$ cat src/rtl/mips_lsu_if.sv
// Memory-side bus of the MIPS load/store unit: a req/ack handshake carrying a word
// address, byte enables and lane-replicated write data. The LSU is the master.
interface mips_lsu_if #(
    parameter int DATA_WIDTH = 32,
    parameter int ADDR_WIDTH = 32
) ();
    logic                  mem_req;
    logic                  mem_we;
    logic [ADDR_WIDTH-1:0] mem_addr;
    logic [3:0]            mem_be;
    logic [DATA_WIDTH-1:0] mem_wdata;
    logic [DATA_WIDTH-1:0] mem_rdata;
    logic                  mem_ack;

    modport master (
        output mem_req, mem_we, mem_addr, mem_be, mem_wdata,
        input  mem_rdata, mem_ack
    );

    modport slave (
        input  mem_req, mem_we, mem_addr, mem_be, mem_wdata,
        output mem_rdata, mem_ack
    );
endinterface

$ cat src/rtl/mips_lsu.sv
// Multicycle byte/half/word load-store unit with req/ack memory handshake and
// alignment/timeout error reporting. Define LSU_TIMEOUT_EN to build the wait-state timeout.
module mips_lsu #(
    parameter int DATA_WIDTH = 32,
    parameter int ADDR_WIDTH = 32,
    parameter int MAX_WAIT   = 8
) (
    input  logic                  clk,
    input  logic                  reset,
    input  logic                  start,
    input  logic                  is_store,
    input  logic [1:0]            size,
    input  logic                  sign_ext,
    input  logic [DATA_WIDTH-1:0] base,
    input  logic [15:0]           offset,
    input  logic [DATA_WIDTH-1:0] wdata,
    mips_lsu_if.master            mem,
    output logic [DATA_WIDTH-1:0] rdata,
    output logic                  done,
    output logic                  busy,
    output logic                  err_align,
    output logic                  err_timeout,
    output logic [3:0]            count_state
);

    typedef enum logic [3:0] {
        S_IDLE   = 4'd0,
        S_ADDR   = 4'd1,
        S_ACCESS = 4'd2,
        S_DONE   = 4'd3,
        S_ERR    = 4'd4
    } state_e;

    state_e                state_q, state_d;
    logic                  is_store_q, is_store_d;
    logic [1:0]            size_q, size_d;
    logic                  sign_ext_q, sign_ext_d;
    logic [DATA_WIDTH-1:0] base_q, base_d;
    logic [15:0]           offset_q, offset_d;
    logic [DATA_WIDTH-1:0] wdata_q, wdata_d;
    logic [DATA_WIDTH-1:0] rdata_q, rdata_d;
    logic                  err_align_q, err_align_d;
    logic                  err_timeout_q, err_timeout_d;

    logic [ADDR_WIDTH-1:0] ea;
    logic [3:0]            lane_be;
    logic [DATA_WIDTH-1:0] lane_wdata;
    logic [DATA_WIDTH-1:0] load_val;
    logic [7:0]            ld_byte;
    logic [15:0]           ld_half;
    logic                  misaligned;
    logic                  in_access;
    logic                  wait_expired;

    // Effective address is recomputed from latched operands, so it is stable through ACCESS.
    assign ea = base_q[ADDR_WIDTH-1:0] + {{(ADDR_WIDTH-16){offset_q[15]}}, offset_q};

    always_comb begin
        lane_be    = 4'b1111;
        lane_wdata = wdata_q;
        misaligned = 1'b0;
        case (size_q)
            2'b00: begin
                lane_be    = 4'b0001 << ea[1:0];
                lane_wdata = {4{wdata_q[7:0]}};
            end
            2'b01: begin
                lane_be    = ea[1] ? 4'b1100 : 4'b0011;
                lane_wdata = {2{wdata_q[15:0]}};
                misaligned = ea[0];
            end
            default: begin
                misaligned = (ea[1:0] != 2'b00);
            end
        endcase
    end

    always_comb begin
        ld_byte  = mem.mem_rdata[7:0];
        case (ea[1:0])
            2'b00:   ld_byte = mem.mem_rdata[7:0];
            2'b01:   ld_byte = mem.mem_rdata[15:8];
            2'b10:   ld_byte = mem.mem_rdata[23:16];
            default: ld_byte = mem.mem_rdata[31:24];
        endcase
        ld_half  = ea[1] ? mem.mem_rdata[31:16] : mem.mem_rdata[15:0];
        load_val = mem.mem_rdata;
        case (size_q)
            2'b00:   load_val = {{(DATA_WIDTH-8){sign_ext_q & ld_byte[7]}}, ld_byte};
            2'b01:   load_val = {{(DATA_WIDTH-16){sign_ext_q & ld_half[15]}}, ld_half};
            default: load_val = mem.mem_rdata;
        endcase
    end

`ifdef LSU_TIMEOUT_EN
    localparam int WAIT_W = (MAX_WAIT > 1) ? $clog2(MAX_WAIT) : 1;

    logic [WAIT_W-1:0] wait_q, wait_d;

    // Counts ACCESS cycles already spent without ack; the last allowed cycle is MAX_WAIT-1.
    assign wait_expired = (wait_q == WAIT_W'(MAX_WAIT - 1));

    always_comb begin
        wait_d = wait_q;
        if (state_q == S_ADDR) begin
            wait_d = '0;
        end else if (state_q == S_ACCESS && !mem.mem_ack && !wait_expired) begin
            wait_d = wait_q + 1'b1;
        end
    end

    always_ff @(posedge clk) begin
        if (!reset) begin
            wait_q <= '0;
        end else begin
            wait_q <= wait_d;
        end
    end
`else
    logic unused_max_wait;

    assign wait_expired    = 1'b0;
    assign unused_max_wait = ^MAX_WAIT;
`endif

    always_comb begin
        state_d       = state_q;
        is_store_d    = is_store_q;
        size_d        = size_q;
        sign_ext_d    = sign_ext_q;
        base_d        = base_q;
        offset_d      = offset_q;
        wdata_d       = wdata_q;
        rdata_d       = rdata_q;
        err_align_d   = err_align_q;
        err_timeout_d = err_timeout_q;
        case (state_q)
            S_IDLE: begin
                if (start) begin
                    is_store_d    = is_store;
                    size_d        = size;
                    sign_ext_d    = sign_ext;
                    base_d        = base;
                    offset_d      = offset;
                    wdata_d       = wdata;
                    err_align_d   = 1'b0;
                    err_timeout_d = 1'b0;
                    state_d       = S_ADDR;
                end
            end
            S_ADDR: begin
                if (misaligned) begin
                    err_align_d = 1'b1;
                    state_d     = S_ERR;
                end else begin
                    state_d = S_ACCESS;
                end
            end
            S_ACCESS: begin
                // Ack wins over timeout so an ack on the final allowed cycle is a success.
                if (mem.mem_ack) begin
                    if (!is_store_q) begin
                        rdata_d = load_val;
                    end
                    state_d = S_DONE;
                end else if (wait_expired) begin
                    err_timeout_d = 1'b1;
                    state_d       = S_ERR;
                end
            end
            S_DONE:  state_d = S_IDLE;
            S_ERR:   state_d = S_IDLE;
            default: state_d = S_IDLE;
        endcase
    end

    always_ff @(posedge clk) begin
        if (!reset) begin
            state_q       <= S_IDLE;
            is_store_q    <= 1'b0;
            size_q        <= 2'b00;
            sign_ext_q    <= 1'b0;
            base_q        <= '0;
            offset_q      <= '0;
            wdata_q       <= '0;
            rdata_q       <= '0;
            err_align_q   <= 1'b0;
            err_timeout_q <= 1'b0;
        end else begin
            state_q       <= state_d;
            is_store_q    <= is_store_d;
            size_q        <= size_d;
            sign_ext_q    <= sign_ext_d;
            base_q        <= base_d;
            offset_q      <= offset_d;
            wdata_q       <= wdata_d;
            rdata_q       <= rdata_d;
            err_align_q   <= err_align_d;
            err_timeout_q <= err_timeout_d;
        end
    end

    // Bus outputs are forced to zero outside ACCESS so nothing leaks onto memory while idle.
    assign in_access     = (state_q == S_ACCESS);
    assign mem.mem_req   = in_access;
    assign mem.mem_we    = in_access & is_store_q;
    assign mem.mem_addr  = in_access ? {ea[ADDR_WIDTH-1:2], 2'b00} : '0;
    assign mem.mem_be    = in_access ? lane_be : 4'b0000;
    assign mem.mem_wdata = in_access ? lane_wdata : '0;

    assign rdata       = rdata_q;
    assign done        = (state_q == S_DONE) || (state_q == S_ERR);
    assign busy        = (state_q != S_IDLE);
    assign err_align   = err_align_q;
    assign err_timeout = err_timeout_q;
    assign count_state = state_q;

endmodule
$ cat src/flat_wrapper.sv
// flat-port wrapper written by rule: the top's interface ports become plain ports
module mips_lsu_flat 
#(
    parameter int DATA_WIDTH = 32,
    parameter int ADDR_WIDTH = 32,
    parameter int MAX_WAIT   = 8
)
  (clk, reset, start, is_store, size, sign_ext, base, offset, wdata, rdata, done, busy, err_align, err_timeout, count_state, mem_mem_req, mem_mem_we, mem_mem_addr, mem_mem_be, mem_mem_wdata, mem_mem_rdata, mem_mem_ack);
  mips_lsu_if #(.DATA_WIDTH(DATA_WIDTH), .ADDR_WIDTH(ADDR_WIDTH)) mem_i ();
  input  logic clk;
  input  logic reset;
  input  logic start;
  input  logic is_store;
  input  logic [1:0] size;
  input  logic sign_ext;
  input  logic [DATA_WIDTH-1:0] base;
  input  logic [15:0] offset;
  input  logic [DATA_WIDTH-1:0] wdata;
  output logic [DATA_WIDTH-1:0] rdata;
  output logic done;
  output logic busy;
  output logic err_align;
  output logic err_timeout;
  output logic [3:0] count_state;
  output wire logic [$bits(mem_i.mem_req)-1:0] mem_mem_req;
  output wire logic [$bits(mem_i.mem_we)-1:0] mem_mem_we;
  output wire logic [$bits(mem_i.mem_addr)-1:0] mem_mem_addr;
  output wire logic [$bits(mem_i.mem_be)-1:0] mem_mem_be;
  output wire logic [$bits(mem_i.mem_wdata)-1:0] mem_mem_wdata;
  input wire logic [$bits(mem_i.mem_rdata)-1:0] mem_mem_rdata;
  input wire logic [$bits(mem_i.mem_ack)-1:0] mem_mem_ack;
  assign mem_mem_req = mem_i.mem_req;
  assign mem_mem_we = mem_i.mem_we;
  assign mem_mem_addr = mem_i.mem_addr;
  assign mem_mem_be = mem_i.mem_be;
  assign mem_mem_wdata = mem_i.mem_wdata;
  assign mem_i.mem_rdata = mem_mem_rdata;
  assign mem_i.mem_ack = mem_mem_ack;
  mips_lsu #(.DATA_WIDTH(DATA_WIDTH), .ADDR_WIDTH(ADDR_WIDTH), .MAX_WAIT(MAX_WAIT)) u_core (.clk(clk), .reset(reset), .start(start), .is_store(is_store), .size(size), .sign_ext(sign_ext), .base(base), .offset(offset), .wdata(wdata), .mem(mem_i), .rdata(rdata), .done(done), .busy(busy), .err_align(err_align), .err_timeout(err_timeout), .count_state(count_state));
endmodule
$ cat config.mk
export PLATFORM = sky130hd
export DESIGN_NAME = mips_lsu_flat
export DESIGN_NICKNAME = d
export VERILOG_FILES = /design/src/rtl/mips_lsu_if.sv /design/src/rtl/mips_lsu.sv /design/src/flat_wrapper.sv
export SDC_FILE = /design/constraint.sdc
export NUM_CORES = 1
export LEC_CHECK = 0
export BUFFER_PORTS_ARGS = -buffer_cell sky130_fd_sc_hd__buf_4
export CORE_UTILIZATION = 30
export CTS_CLUSTER_SIZE = 20
export DETAILED_ROUTE_END_ITERATION = 6
export MAX_ROUTING_LAYER = met4
export RECOVER_POWER = 100
export SETUP_SLACK_MARGIN = 0.1
export SKIP_CTS_REPAIR_TIMING = 1
export SLEW_MARGIN = 20
export SYNTH_ARGS = -nofsm -noshare
export SYNTH_HDL_FRONTEND = slang
export SYNTH_SLANG_ARGS = --single-unit
$ cat constraint.sdc
create_clock -name clk -period 3.91 [get_ports clk]
set_clock_uncertainty 0.1 [all_clocks]
set_input_delay 0.782 -clock clk [delete_from_list [all_inputs] [get_ports clk]]
set_output_delay 0.782 -clock clk [all_outputs]
set_load 0.1 [all_outputs]
==> run summary <==
SETUP PATH
--------------------------------------------------------------------------------------
Worst R2R Start                                                           u_core.count_state[1]
Most repeated library cell on the critical path                           sky130_fd_sc_hd__buf_4
Cell class contributing the biggest share of worst-path delay             compound AO/OA/AOI/OAI gates
Data arrival time of the critical path                                         2.91 ns
Crit end category                                                         primary output
WS Path Type                                                              register to primary output
Worst R2R End                                                             u_core.rdata[7]
Slowest CP cell                                                           sky130_fd_sc_hd__ha_1
Req. time, crit path                                                           3.03 ns
Critical Path Source Type                                                     register
Maximum fanout encountered on the critical timing path                               9
Crit path largest cell delay                                                   0.41 ns
Worst path cell trace                                                     buf_4, ha_1, a21oi_1, o221ai_1, a221o_1, a21oi_2, o31ai_4, mux2i_4, buf_4
WP buf/inv                                                                           2
Minimum setup slack among reg-to-reg paths                                     0.44 ns
Worst Reg2Reg Path Length in Cells                                                   8

CLOCKING
--------------------------------------------------------------------------------------
Cell at the root of the clock tree                                        sky130_fd_sc_hd__clkbuf_16
Number of H-tree levels                                                              4
Cts bufs inserted                                                                   17
Insertion delay to the later sink of the worst-skew pair                       0.41 ns
Clock Path Buffers                                                                   2
Clock tree from TritonCTS                                                          yes
Number of clock sinks                                                              120
Clock slew at the register clock pins of the worst setup and hold paths        0.06 ns

POWER AND IR DROP
--------------------------------------------------------------------------------------
Power density over the cells                                                396 mW/mm²
Internal power summed over all cells                                         0.00265 W
Static leakage power                                                           4.26 nW
Sw Pwr                                                                       0.00149 W
Part of the power in combinational logic                                         0.290
Switching Fraction                                                               0.361
Clock share of power                                                             0.374
Peak supply drop                                                              0.293 mV
Share of total power in sequential cells                                         0.335

STA
--------------------------------------------------------------------------------------
Pin slew with the least headroom to its limit                                  1.63 ns
Final setup vio count                                                                0
Unrepaired setup endpoints after global routing                                    yes
Post-route setup slack                                                        0.117 ns
Final Max Tran Viols                                                                29
Final Cycle Share                                                                0.970
Minimum clock period after layout                                              3.79 ns
Upper clock frequency limit                                                  0.264 GHz
Final-report hold violation count                                                    0
Worst max-slew margin expressed relative to the limit                          -0.0892

GRT
--------------------------------------------------------------------------------------
Met2 usage in global routing                                                     0.332
GRT Util Overall                                                                 0.206
Grt met3 use                                                                    0.0400
GRT overflow                                                                         0
Pin count of the biggest net entering global routing                               121
Vias in the first global route                                                    7560
Initial antenna violation count                                                      0
Wire length of the first global-routing pass                                  40700 µm
Peak-usage layer in the global routing report                                     met2
GR Util met1                                                                     0.259

CELLS AND AREA
--------------------------------------------------------------------------------------
Fill cell total of the finished layout                                            2598
Fraction of final layout cells sized beyond drive strength 1                     0.296
Final design area excluding fillers                                         0.0105 mm²
Synth-to-layout area growth                                                      39.5%
Fin nets                                                                          1376
Multi-input combinational cell area                                        0.00531 mm²
Diode count                                                                          0
Sequential cell area                                                       0.00241 mm²

SYNTH
--------------------------------------------------------------------------------------
Main area contributors after synthesis                                    sky130_fd_sc_hd__dfxtp_1 (32%), sky130_fd_sc_hd__nand2_1 (13%), sky130_fd_sc_hd__a21boi_0 (8.9%)
Count of warnings emitted by yosys                                                   0
Synthesis-stage register bit count                                                 120
Dominant cell type by area after synthesis                                sky130_fd_sc_hd__dfxtp_1
Sequential share of the synthesized area                                         0.320
Top cell type's share of synthesized area                                        0.320
Post-synth top flop                                                       sky130_fd_sc_hd__dfxtp_1
Top cell types by occurrence after synthesis                              sky130_fd_sc_hd__nand2_1 (251), sky130_fd_sc_hd__dfxtp_1 (120), sky130_fd_sc_hd__a21boi_0 (89)
Async set or reset register ratio after synthesis                                    0
Dominant cell by count in the synthesized netlist                         sky130_fd_sc_hd__nand2_1
Number of synthesized flops with an enable pin                                       0
Synth Area per Inst                                                           7.37 µm²
Synthesized netlist cell count                                                    1017
Post-synthesis cell area                                                   0.00750 mm²
Synth cell types                                                                    64

FLOORPLANNING
--------------------------------------------------------------------------------------
Starting density of the core                                                     0.307
Die span in x                                                                   160 µm
I/O pin cnt                                                                        230
Y dimension of the die                                                          160 µm
Core Region                                                                 0.0244 mm²
FP Rows                                                                             57
Die footprint                                                               0.0256 mm²

STATUS
--------------------------------------------------------------------------------------
Status                                                                    finished, violations left
Violations in the final reports                                           DRC, capacitance limit, slew limit

PLACEMENT
--------------------------------------------------------------------------------------
Placer Congestion                                                                0.907
Count of input and output buffers                                                  225
HPWL after DPL                                                                19100 µm
Post-placement setup slack                                                    0.211 ns
Area of placed instances                                                   0.00979 mm²

DETAILED ROUTING
--------------------------------------------------------------------------------------
Post-DR vias/cell                                                                 5.06
DRT Pass-1 Iters                                                                     7
Post-DRT Antenna Nets                                                                0
Via count of the routed design                                                    7901
Total wire length                                                             25900 µm
DRC violation count after routing                                                   10
Average wire length per cell after detail routing                              16.6 µm
Drt initial violations                                                             409

MIN PATH
--------------------------------------------------------------------------------------
Worst hold path class                                                     register to register
Number of instances on the worst hold path                                           2
Worst Hold Path EP                                                        u_core.wdata_q[19]
Worst Min Path Start                                                      u_core.wdata_q[19]

RUN
--------------------------------------------------------------------------------------
Max-cap violation count                                                              1

## worst reg2reg max path: stages (launching register included)
cell and delay (ns):
sky130_fd_sc_hd__dfxtp_1 0.48, sky130_fd_sc_hd__nor2b_1 0.31, sky130_fd_sc_hd__nand2b_4 0.31, sky130_fd_sc_hd__inv_2 0.56, sky130_fd_sc_hd__nand2_1 0.19, sky130_fd_sc_hd__nor2_2 0.51, sky130_fd_sc_hd__clkbuf_2 0.53, sky130_fd_sc_hd__o221ai_1 0.24
sky130_fd_sc_hd__a21boi_0 0.17
## flip-flops by register name (all words and copies together), names as in the netlist
name and cells:
u_core.base_q 32, u_core.count_state 3, u_core.err_align 1, u_core.is_store_q 1, u_core.offset_q 16, u_core.rdata 32, u_core.sign_ext_q 1, u_core.size_q 2
u_core.wdata_q 32
## worst max path at each step
stage	depth (start not counted)	start	endpoint	slack [ns]
2_1_floorplan	6	u_core.count_state[1]	mem_mem_addr[10]	-0.42
3_3_place_gp	11	u_core.offset_q[0]	mem_mem_addr[22]	0.22
3_5_place_dp	11	u_core.offset_q[0]	mem_mem_addr[22]	0.21
4_1_cts	11	u_core.offset_q[0]	mem_mem_addr[22]	-0.24
5_1_grt	9	u_core.offset_q[15]	mem_mem_addr[28]	-0.02
6_report	9	u_core.offset_q[15]	mem_mem_addr[28]	0.12
## layout make-up
class | count | share of cell area
Clock inverter | 12 | 0.0121
Tap cell | 324 | 0.0388
Inverter | 21 | 0.00753
Clock buffer | 20 | 0.0437
Timing Repair Buffer | 255 | 0.160
Sequential cell | 120 | 0.230
Multi-Input combinational cell | 809 | 0.508
## power groups by stage
stage / registers [W] / logic [W] / clock network [W]
floorplan: 0.00152 / 0.000728 / 0
global placement: 0.00141 / 0.00119 / 0
detailed placement: 0.00141 / 0.00119 / 0
CTS: 0.00138 / 0.00120 / 0.00159
global route: 0.00140 / 0.00130 / 0.00165
finish: 0.00139 / 0.00120 / 0.00155
## per-stage QoR
step           std cells  utilization  setup TNS, ns  hold slack (ns)  power (W)
6_report            1561        0.429              0            0.367    0.00414
5_1_grt             1561        0.429        -0.0165            0.389    0.00435
4_1_cts             1553        0.425          -1.29            0.367    0.00417
3_5_place_dp        1521        0.401              0            0.360    0.00260
3_3_place_gp        1521        0.401              0            0.354    0.00259
2_1_floorplan       1020            -          -4.85            0.343    0.00225
## placed cells by master (no fill, tap or decap), types with 15 or more instances in the layout
cell,n
sky130_fd_sc_hd__nand2_1,248
sky130_fd_sc_hd__buf_4,151
sky130_fd_sc_hd__dfxtp_1,116
sky130_fd_sc_hd__a21boi_0,89
sky130_fd_sc_hd__o21ai_0,60
sky130_fd_sc_hd__nor2_1,59
sky130_fd_sc_hd__a21oi_1,59
sky130_fd_sc_hd__clkbuf_1,39
sky130_fd_sc_hd__clkbuf_2,38
sky130_fd_sc_hd__nor2_2,20
sky130_fd_sc_hd__inv_1,20
sky130_fd_sc_hd__clkbuf_16,17
sky130_fd_sc_hd__mux2i_1,16
sky130_fd_sc_hd__a21oi_2,15
## kinds of logic (layout without fill, tap and decap cells)
family,after synthesis,after routing,share of synthesized area
AOI/OAI and AO/OA,319,319,0.289
adders and majority gates,32,32,0.0544
DFF,120,120,0.320
other,1,4,0.000500
and+or+nand+nor,419,419,0.239
buffers and inverters,91,308,0.0494
muxes,23,23,0.0324
xor gates and xnor gates,12,12,0.0140
## routing by layer
metal,vias up,routed length (µm),part of all wire
met4,0,364,0.014
met3,23,1530,0.059
met5,-,0,0
li1,3957,-,-
met1,3669,11500,0.44
met2,252,12500,0.48
Power figures use the tool's default switching activity.
